**src/rtl/uart_wb_pkg.sv**
```systemverilog
`timescale 1ns/1ps
`default_nettype none
// ============================================================================
// Module      : uart_wb_pkg
// Description : Shared types and constants for the UART Wishbone initiator:
//               FSM state encoding, UART controller register offsets, STATUS
//               bit positions and the GAP length helper.
// Revision    : 1.0 - initial release
// ============================================================================
package uart_wb_pkg;

    typedef enum logic [2:0] {
        ST_IDLE    = 3'd0,
        ST_POLL    = 3'd1,
        ST_DECIDE  = 3'd2,
        ST_RD_DATA = 3'd3,
        ST_WR_DATA = 3'd4,
        ST_GAP     = 3'd5
    } state_e;

    localparam logic [7:0] UART_REG_DATA   = 8'h00;
    localparam logic [7:0] UART_REG_STATUS = 8'h04;

    localparam int STAT_RX_READY = 0;
    localparam int STAT_TX_IDLE  = 5;

    // The GAP state never lasts less than two cycles so the controller's
    // busy flag has time to rise after a DATA write.
    function automatic int gap_cycles(input int poll_gap);
        return (poll_gap < 2) ? 2 : poll_gap;
    endfunction

endpackage
`default_nettype wire

```
**src/rtl/byte_fifo.sv**
```systemverilog
`timescale 1ns/1ps
`default_nettype none
// ============================================================================
// Module      : byte_fifo
// Description : Synchronous byte FIFO, first-word-fall-through head output.
//               Pointers carry one extra wrap bit: full when the wrap bits
//               differ and the index bits match, empty when equal.
// Ports       : clk, rst_n (sync, active low)
//               push/push_data  - write side, ignored when full
//               pop/pop_data    - read side, pop_data is the current head,
//                                 pop ignored when empty
//               full, empty     - status flags
// Revision    : 1.0 - initial release
// ============================================================================
module byte_fifo #(
    parameter int DEPTH = 16
) (
    input  logic       clk,
    input  logic       rst_n,
    input  logic       push,
    input  logic [7:0] push_data,
    input  logic       pop,
    output logic [7:0] pop_data,
    output logic       full,
    output logic       empty
);

    localparam int C_AW = $clog2(DEPTH);

    logic [C_AW:0] r_wr_ptr;
    logic [C_AW:0] r_rd_ptr;
    logic [7:0]    r_mem [DEPTH];
    logic          w_push;
    logic          w_pop;

    assign full  = (r_wr_ptr[C_AW] != r_rd_ptr[C_AW]) &&
                   (r_wr_ptr[C_AW-1:0] == r_rd_ptr[C_AW-1:0]);
    assign empty = (r_wr_ptr == r_rd_ptr);

    assign w_push = push && !full;
    assign w_pop  = pop && !empty;

    always_ff @(posedge clk) begin
        if (!rst_n) begin
            r_wr_ptr <= '0;
            r_rd_ptr <= '0;
        end else begin
            if (w_push) r_wr_ptr <= r_wr_ptr + 1'b1;
            if (w_pop)  r_rd_ptr <= r_rd_ptr + 1'b1;
        end
    end

    // Storage needs no reset; only the pointers define the contents.
    always_ff @(posedge clk) begin
        if (w_push) r_mem[r_wr_ptr[C_AW-1:0]] <= push_data;
    end

    assign pop_data = r_mem[r_rd_ptr[C_AW-1:0]];

endmodule
`default_nettype wire

```
**src/rtl/uart_wb_master.sv**
```systemverilog
`timescale 1ns/1ps
`default_nettype none
// ============================================================================
// Module      : uart_wb_master
// Description : Wishbone initiator that services a memory-mapped UART on
//               behalf of a byte-stream client. Polls STATUS, drains received
//               bytes into an RX FIFO and writes queued TX bytes to DATA when
//               the transmitter is idle.
// Ports       : clk_i, rst_ni (sync, active low)
//               wb_*            - Wishbone initiator port (registered outputs)
//               tx_valid_i/tx_ready_o/tx_data_i - TX byte stream in
//               rx_valid_o/rx_ready_i/rx_data_o - RX byte stream out
//               err_o           - sticky ACK-timeout flag
// Revision    : 1.0 - initial release
// ============================================================================
module uart_wb_master
    import uart_wb_pkg::*;
#(
    parameter int                    ADDR_WIDTH  = 32,
    parameter int                    DATA_WIDTH  = 32,
    parameter logic [ADDR_WIDTH-1:0] BASE_ADDR   = 32'h1000_0000,
    parameter int                    FIFO_DEPTH  = 16,
    parameter int                    POLL_GAP    = 4,
    parameter int                    ACK_TIMEOUT = 64
) (
    input  logic                  clk_i,
    input  logic                  rst_ni,
    output logic                  wb_cyc_o,
    output logic                  wb_stb_o,
    input  logic                  wb_ack_i,
    output logic [ADDR_WIDTH-1:0] wb_adr_o,
    output logic [DATA_WIDTH-1:0] wb_dat_o,
    input  logic [DATA_WIDTH-1:0] wb_dat_i,
    output logic [3:0]            wb_sel_o,
    output logic                  wb_we_o,
    input  logic                  tx_valid_i,
    output logic                  tx_ready_o,
    input  logic [7:0]            tx_data_i,
    output logic                  rx_valid_o,
    input  logic                  rx_ready_i,
    output logic [7:0]            rx_data_o,
    output logic                  err_o
);

    localparam int                    C_GAP_CYCLES = gap_cycles(POLL_GAP);
    localparam int                    C_TO_W       = $clog2(ACK_TIMEOUT + 1);
    localparam logic [ADDR_WIDTH-1:0] C_ADDR_DATA  = BASE_ADDR + ADDR_WIDTH'(UART_REG_DATA);
    localparam logic [ADDR_WIDTH-1:0] C_ADDR_STAT  = BASE_ADDR + ADDR_WIDTH'(UART_REG_STATUS);

    state_e                r_state;
    state_e                w_state_nxt;

    logic                  r_cyc;
    logic                  r_stb;
    logic                  r_we;
    logic [ADDR_WIDTH-1:0] r_adr;
    logic [DATA_WIDTH-1:0] r_dat;
    logic [3:0]            r_sel;

    logic                  w_bus_req;
    logic                  w_we_nxt;
    logic [ADDR_WIDTH-1:0] w_adr_nxt;
    logic [DATA_WIDTH-1:0] w_dat_nxt;

    logic                  r_stat_rx;
    logic                  r_stat_tx;
    logic                  r_last_rx;
    logic                  r_err;
    logic [7:0]            r_gap_cnt;
    logic [C_TO_W-1:0]     r_to_cnt;

    logic                  w_ack;
    logic                  w_timeout;
    logic                  w_rx_ok;
    logic                  w_tx_ok;

    logic                  w_tx_full;
    logic                  w_tx_empty;
    logic [7:0]            w_tx_head;
    logic                  w_tx_pop;
    logic                  w_rx_full;
    logic                  w_rx_empty;
    logic                  w_rx_push;
    logic                  w_dat_unused;

    // Acks are only meaningful while our own cycle is open.
    assign w_ack     = wb_ack_i && r_cyc;
    assign w_timeout = r_cyc && !wb_ack_i && (r_to_cnt == C_TO_W'(ACK_TIMEOUT - 1));

    assign w_rx_ok   = r_stat_rx && !w_rx_full;
    assign w_tx_ok   = r_stat_tx && !w_tx_empty;

    assign w_tx_pop  = (r_state == ST_WR_DATA) && w_ack;
    assign w_rx_push = (r_state == ST_RD_DATA) && w_ack;

    assign w_dat_unused = ^wb_dat_i[DATA_WIDTH-1:8];

    // ------------------------------------------------------------------
    // FIFOs
    // ------------------------------------------------------------------
    byte_fifo #(.DEPTH(FIFO_DEPTH)) u_tx_fifo (
        .clk       (clk_i),
        .rst_n     (rst_ni),
        .push      (tx_valid_i),
        .push_data (tx_data_i),
        .pop       (w_tx_pop),
        .pop_data  (w_tx_head),
        .full      (w_tx_full),
        .empty     (w_tx_empty)
    );

    byte_fifo #(.DEPTH(FIFO_DEPTH)) u_rx_fifo (
        .clk       (clk_i),
        .rst_n     (rst_ni),
        .push      (w_rx_push),
        .push_data (wb_dat_i[7:0]),
        .pop       (rx_ready_i),
        .pop_data  (rx_data_o),
        .full      (w_rx_full),
        .empty     (w_rx_empty)
    );

    assign tx_ready_o = !w_tx_full;
    assign rx_valid_o = !w_rx_empty;

    // ------------------------------------------------------------------
    // FSM: state register
    // ------------------------------------------------------------------
    always_ff @(posedge clk_i) begin
        if (!rst_ni) r_state <= ST_IDLE;
        else         r_state <= w_state_nxt;
    end

    // ------------------------------------------------------------------
    // FSM: next state
    // ------------------------------------------------------------------
    always_comb begin
        w_state_nxt = r_state;
        case (r_state)
            ST_IDLE:    w_state_nxt = ST_POLL;
            ST_POLL: begin
                if (w_timeout)  w_state_nxt = ST_GAP;
                else if (w_ack) w_state_nxt = ST_DECIDE;
            end
            ST_DECIDE: begin
                // Round-robin when both directions are ready.
                if (w_rx_ok && w_tx_ok) w_state_nxt = r_last_rx ? ST_WR_DATA : ST_RD_DATA;
                else if (w_rx_ok)       w_state_nxt = ST_RD_DATA;
                else if (w_tx_ok)       w_state_nxt = ST_WR_DATA;
                else                    w_state_nxt = ST_GAP;
            end
            ST_RD_DATA: begin
                if (w_timeout)  w_state_nxt = ST_GAP;
                else if (w_ack) w_state_nxt = ST_POLL;
            end
            ST_WR_DATA: begin
                if (w_timeout || w_ack) w_state_nxt = ST_GAP;
            end
            ST_GAP: begin
                if (r_gap_cnt == 8'(C_GAP_CYCLES - 1)) w_state_nxt = ST_POLL;
            end
            default:    w_state_nxt = ST_IDLE;
        endcase
    end

    // ------------------------------------------------------------------
    // FSM: outputs. Bus signals are computed from the upcoming state and
    // registered. The request is withheld on an ack edge so cyc/stb stay
    // low for at least one cycle, even on RD_DATA -> POLL.
    // ------------------------------------------------------------------
    always_comb begin
        w_bus_req = 1'b0;
        w_we_nxt  = 1'b0;
        w_adr_nxt = '0;
        w_dat_nxt = '0;
        case (w_state_nxt)
            ST_POLL: begin
                w_bus_req = !w_ack;
                w_adr_nxt = C_ADDR_STAT;
            end
            ST_RD_DATA: begin
                w_bus_req = !w_ack;
                w_adr_nxt = C_ADDR_DATA;
            end
            ST_WR_DATA: begin
                w_bus_req = !w_ack;
                w_we_nxt  = 1'b1;
                w_adr_nxt = C_ADDR_DATA;
                w_dat_nxt = {{(DATA_WIDTH-8){1'b0}}, w_tx_head};
            end
            default: ;
        endcase
        if (!w_bus_req) begin
            w_we_nxt  = 1'b0;
            w_adr_nxt = '0;
            w_dat_nxt = '0;
        end
    end

    always_ff @(posedge clk_i) begin
        if (!rst_ni) begin
            r_cyc <= 1'b0;
            r_stb <= 1'b0;
            r_we  <= 1'b0;
            r_adr <= '0;
            r_dat <= '0;
            r_sel <= '0;
        end else begin
            r_cyc <= w_bus_req;
            r_stb <= w_bus_req;
            r_we  <= w_we_nxt;
            r_adr <= w_adr_nxt;
            r_dat <= w_dat_nxt;
            r_sel <= w_bus_req ? 4'b0001 : 4'b0000;
        end
    end

    // ------------------------------------------------------------------
    // Status latch, arbitration history, error flag and counters
    // ------------------------------------------------------------------
    always_ff @(posedge clk_i) begin
        if (!rst_ni) begin
            r_stat_rx <= 1'b0;
            r_stat_tx <= 1'b0;
            r_last_rx <= 1'b0;
            r_err     <= 1'b0;
            r_gap_cnt <= '0;
            r_to_cnt  <= '0;
        end else begin
            if (r_state == ST_POLL && w_ack) begin
                r_stat_rx <= wb_dat_i[STAT_RX_READY];
                r_stat_tx <= wb_dat_i[STAT_TX_IDLE];
            end
            if (w_rx_push) r_last_rx <= 1'b1;
            if (w_tx_pop)  r_last_rx <= 1'b0;
            if (w_timeout) r_err     <= 1'b1;
            r_gap_cnt <= (r_state == ST_GAP) ? r_gap_cnt + 8'd1 : 8'd0;
            r_to_cnt  <= (r_cyc && !w_ack) ? r_to_cnt + 1'b1 : '0;
        end
    end

    assign wb_cyc_o = r_cyc;
    assign wb_stb_o = r_stb;
    assign wb_we_o  = r_we;
    assign wb_adr_o = r_adr;
    assign wb_dat_o = r_dat;
    assign wb_sel_o = r_sel;
    assign err_o    = r_err;

endmodule
`default_nettype wire
```
**config.mk**
```make
export PLATFORM = sky130hd
export DESIGN_NAME = uart_wb_master
export DESIGN_NICKNAME = d
export VERILOG_FILES = /design/src/rtl/uart_wb_pkg.sv /design/src/rtl/byte_fifo.sv /design/src/rtl/uart_wb_master.sv
export SDC_FILE = /design/constraint.sdc
export NUM_CORES = 1
export LEC_CHECK = 0
export BUFFER_PORTS_ARGS = -buffer_cell sky130_fd_sc_hd__buf_4
export CAP_MARGIN = 40
export CORE_MARGIN = 2
export CORE_UTILIZATION = 50
export CTS_CLUSTER_SIZE = 14
export DETAILED_ROUTE_END_ITERATION = 16
export GPL_ROUTABILITY_DRIVEN = 0
export PLACE_DENSITY = 0.69
export SLEW_MARGIN = 25
export SYNTH_ARGS = -nofsm -noshare
export SYNTH_HDL_FRONTEND = slang
export SYNTH_SLANG_ARGS = --single-unit
```
**constraint.sdc**
```tcl
create_clock -name clk_i -period 2.47 [get_ports clk_i]
set_input_delay 0.247 -clock clk_i [delete_from_list [all_inputs] [get_ports clk_i]]
set_output_delay 0.247 -clock clk_i [all_outputs]
set_load 0.005 [all_outputs]
```
### Word level (Yosys, flattened, before mapping)

Memories as Yosys holds them, arrays and structs flattened. A register that Yosys moved wholly into a read port is not among the register bits.
Cells that the tools add are included.

* register bits: 104
* ROM bits: 0
* logic and storage cells: 94
* bits in writable memories: 256
* bits of input ports: 45
* latch bits: 0
* output and inout port bits: 82
* memories kept: 2

* shift-type cells: 0
* equality and inequality tests: 16
* divide/modulo/power cells: 0
* $add $sub $neg: 6
* multiplexer cells: 21
* reduce and logical (&&, ||, !) cells: 32
* $mul: 0
* bitwise logic cells: 1
* $lt $le $gt $ge: 0

Memory list
* u_rx_fifo.r_mem: words 16, width 8, read ports 1, clocked after memory_dff 1, wr ports 1, RTL line byte_fifo.sv:32 `logic [7:0] r_mem [DEPTH];`
* u_tx_fifo.r_mem: words 16, width 8, read ports 1, clocked after memory_dff 1, wr ports 1, RTL line byte_fifo.sv:32

Operators with widths (count)
* $pmux 29 s2: 1
* $mux 3: 9
* $add 5x1->5 const B: 4
* $pmux 3 s6: 1
* $logic_and 1x1->1: 16
* $eq 5x5->1: 2
* $eq 3x2->1 const B: 3
* $eq 3x3->1 const B: 3
* $add 8x1->8 const B: 1
* $eq 4x4->1: 2
* $eq 8x2->1 const B: 1
* $mux 1: 8
* $mux 4: 2
* $add 7x1->7 const B: 1
* $eq 7x6->1 const B: 1
* $logic_not 1->1: 7
* $eq 3x1->1 const B: 2
* $reduce_and 2->1: 3
* $reduce_or 2->1: 2
* $logic_not 3->1: 1
* $reduce_and 3->1: 1
* $reduce_or 3->1: 1
* $ne 1x1->1: 2
* $logic_or 1x1->1: 1
* $not 1->1: 1

### Longest topological paths before layout

* depth in word-level cells: 12
* gate-level depth with buffers: 7

### Cells and area by module

From an unflattened synthesis, not the netlist that was laid out.

* cells, all modules: 764
* area total of the unflattened synthesis: 13437.9 µm²

By module, submodules not included
* byte_fifo at u_rx_fifo: instances 1, area each 5806.8 µm², cells each 282
* byte_fifo at u_tx_fifo: instances 1, area each 5800.6 µm², cells each 285
* uart_wb_master: instances 1, area each 1830.5 µm², cells each 197

### Worst setup path before layout

OpenSTA, ideal clock, no wires.

* kind: reg-to-reg
* from: register u_rx_fifo.r_wr_ptr[3]
* to: memory u_rx_fifo.r_mem[0][0], enable pin
* stages on the path, launching flop included: 7
* data required time: 2.087 ns
* period minus slack after synthesis: 2.324 ns
* path slack: 0.146 ns
* arrival time: 1.941 ns
* path buffers: 1
* cell sequence: dfxtp_1 buf_4 xnor2_1 and4_4 a211oi_4 nand2_1 nor3_1

* cells in the longest elaborated chain, start to end: 6

Ends and longest elaborated chain
* from (decl): RTL line byte_fifo.sv:30 `logic [C_AW:0] r_wr_ptr;`
* from (signal assigned): RTL line byte_fifo.sv:48 `if (w_push) r_wr_ptr <= r_wr_ptr + 1'b1;`
* $eq 4x4->1: RTL line byte_fifo.sv:37 `(r_wr_ptr[C_AW-1:0] == r_rd_ptr[C_AW-1:0]);`
* $logic_and 1x1->1: RTL line byte_fifo.sv:36 `assign full = (r_wr_ptr[C_AW] != r_rd_ptr[C_AW]) &&`
* $logic_not 1->1: RTL line byte_fifo.sv:40 `assign w_push = push && !full;`
* $logic_and 1x1->1: RTL line byte_fifo.sv:40
* $mux 1: RTL line byte_fifo.sv:55 `if (w_push) r_mem[r_wr_ptr[C_AW-1:0]] <= push_data;`
* $mux 1 (not written as such): RTL line byte_fifo.sv:55
* to (decl): RTL line byte_fifo.sv:32

Parallel ways exist; a longest one is shown, timed or not.

==> flow_summary.ini <==
[route]
vias = 6432
post_drt_wl_per_cell_um = 20.1
drc = 0
routed_wl_um = 23900
first_pass_iters = 5
drtAntennaViolNets = 0
via_per_inst = 5.40
dr.first_iter.drc_count = 516

[timing]
fmax_mhz = 382
fin_crit_sh = 1.06
fin_setup_tns_ns = -0.933
skew_ns = 0.0111
final_hold_viol_count = 0
tightest_slew_ns = 0.609
slew_violations = 0
rsz0062_at_grt = yes
finalSetupViolations = 8
slew_headroom = 0.593
fin_ws_ns = -0.147
period_needed_ns = 2.62

[power]
power_mw = 10.5
p_per_area_nw_per_um2 = 713
leakage_nw = 4.92
ir_drop_mv = 0.596

[worst_hold_path]
hp-start = tx_data_i[5]
hold_class = in2reg

[logic_synthesis]
yosysMostFrequentCell = edfxtp_1
synth_top_cell_area_share = 0.598
yosys_warnings = 0
async_flop_share = 0
synthCells = 745
post-synth-top-area-cell = edfxtp_1
ys.flop_type = edfxtp_1
ys_seq_area_frac = 0.688
synth_cell_type_count = 53
ys_ff_latch = 314
syn_area_um2 = 12900
synth_common_cells = edfxtp_1 (256), mux4_2 (72), buf_4 (63)
avgSynthCellArea_um2 = 17.3
synth_area_leaders = edfxtp_1 (60%), mux4_2 (13%), dfxtp_1 (9.0%), buf_4 (3.7%), xor2_1 (1.4%)
synth_edf_count = 256

[cts]
clk_latency_ns = 0.56
h-tree-depth = 1
cts_buffer_depth = 3
cts-buffers-inserted = 31
cts_sinks = 314
path_clk_slew_ns = 0.06
cts-root-buf = clkbuf_16
cts_tree = yes

[finish]
drive_above_1_share = 0.247
areaGrowthSynthToFinish_pct = 14.1
n_antenna_cell = 0
nFillCells = 1892
nets = 896
instances_no_fill = 1191

[setup_path]
slowest_delay_ns = 0.52
required_ns = 2.22
path_cells = buf_6, buf_16, mux4_2, mux4_2, buf_6
rr_startpoint = u_rx_fifo.r_wr_ptr[3]
worstPathArrival_ns = 2.37
crit_slowest_cell = mux4_2
path_class = reg2out
endpoint_kind = primary output
crit_fanout = 8
setup.worst_path.start_class = flip-flop

[place]
port_buffers = 45
post-place-ws_ns = 0.244
dp_hpwl_um = 15400
dp_cells = 1125

[floorplan]
die_area_um2 = 27000
core_um2 = 25300
die_h_um = 164
start_util = 0.509
die_w_um = 164
io_pins = 127
placementRows = 58

[grt]
gr-usage-all-layers = 0.179
antenna_found_initial = 0
grt_pass1_vias = 6546
grt_max_degree = 36
grt-ovfl-total = 0
grt_pass1_wl_um = 36800

[status]
violations = negative setup slack
status = finished, violations left

[job]
maxCapViolCount = 0
logic make-up (layout without fill, tap and decap cells):
logic type / Yosys count / after routing / synth area share
flip-flops: 314 / 314 / 0.688
AND/OR/NAND/NOR: 152 / 152 / 0.0623
buffers and inverters: 101 / 161 / 0.0494
multiplexers: 82 / 82 / 0.134
AO/OA/AOI/OAI: 46 / 46 / 0.0295
XOR/XNOR: 37 / 37 / 0.0252
adder cells (fa/ha/maj): 12 / 12 / 0.0117
other: 1 / 57 / 0.000291
report_power, final:
group | switching [mW] | leakage [nW] | internal [mW]
logic | 0.197 | 1.69 | 0.124
registers | 0.0304 | 2.78 | 5.76
clock network | 1.85 | 0.452 | 2.50
total | 2.08 | 4.92 | 8.39
cell type report:
cell class,instances,area [um^2],area share
clock buffers,40,810,0.0552
clock inverters,15,125,0.00853
inverters,10,37.5,0.00256
multi-input cells,386,3590,0.245
flip-flops and latches,314,8850,0.603
well taps,330,413,0.0281
repair buffers,96,845,0.0576
cell usage in the layout (no fill, tap or decap), types with 11 or more instances in the layout:
| cell | netlist | layout |
|---|---|---|
| xnor2_1 | 16 | 16 |
| ha_1 | 12 | 12 |
| and2_1 | 12 | 12 |
| xor2_1 | 21 | 21 |
| buf_4 | 63 | 74 |
| a211oi_1 | 16 | 16 |
| mux4_2 | 72 | 72 |
| edfxtp_1 | 256 | 256 |
| nor2_1 | 43 | 43 |
| nand3_1 | 11 | 11 |
| clkbuf_16 | 0 | 31 |
| nor2b_1 | 18 | 18 |
| conb_1 | 1 | 57 |
| nand2_1 | 25 | 25 |
| buf_6 | 1 | 11 |
| dfxtp_1 | 58 | 56 |
sequential cells by signal, indices dropped and copies added, names as in the netlist, named ones only:
name and flops:
err_o 1, r_gap_cnt 8, r_last_rx 1, r_stat_rx 1, r_stat_tx 1, r_state 3
r_to_cnt 7, u_rx_fifo.r_mem 128, u_rx_fifo.r_rd_ptr 5, u_rx_fifo.r_wr_ptr 5, u_tx_fifo.r_mem 128, u_tx_fifo.r_rd_ptr 5
u_tx_fifo.r_wr_ptr 5, wb_adr_o 2, wb_dat_o 8, wb_stb_o 1, wb_we_o 1
layer usage:
layer | track usage | part of all wire | up-vias
met5 | 0 | 0 | -
met4 | 0.0403 | 0.014 | 0
met3 | 0.0279 | 0.048 | 30
met2 | 0.309 | 0.52 | 176
met1 | 0.243 | 0.42 | 3286
li1 | - | - | 2940
metrics by stage:
step,utilization,area (um^2),hold slack [ns]
2_1_floorplan,-,13100,0.346
3_3_place_gp,0.537,13600,0.434
3_5_place_dp,0.537,13600,0.466
4_1_cts,0.583,14700,0.00197
5_1_grt,0.581,14700,0.00928
6_report,0.581,14700,0.0116
worst max-delay path, delay by kind of cell, from the launching register on:
family	cells	cell delay (ns)
mux	2	1.02
flops	1	0.37
buf+inv	3	0.41
worst paths after layout:
path                      endpoint  cells after the start  slack, ns
min reg2reg                  err_o                      1       0.48
min          u_tx_fifo.r_mem[0][5]                      1       0.01
max                   rx_data_o[4]                      5      -0.15
max reg2reg  u_rx_fifo.r_mem[1][6]                      6       0.25
timing repair:
action / in CTS / in global routing
endpoints found under the hold margin: 108 / 0
resized for setup: 15 / 0
endpoints found under the setup margin: 8 / 8
pin swaps: 0 / 0
setup buffers: 3 / 0
hold buffers: 7 / 0
gates cloned: 3 / 0
No activity file was read; power rests on OpenSTA's default activity.
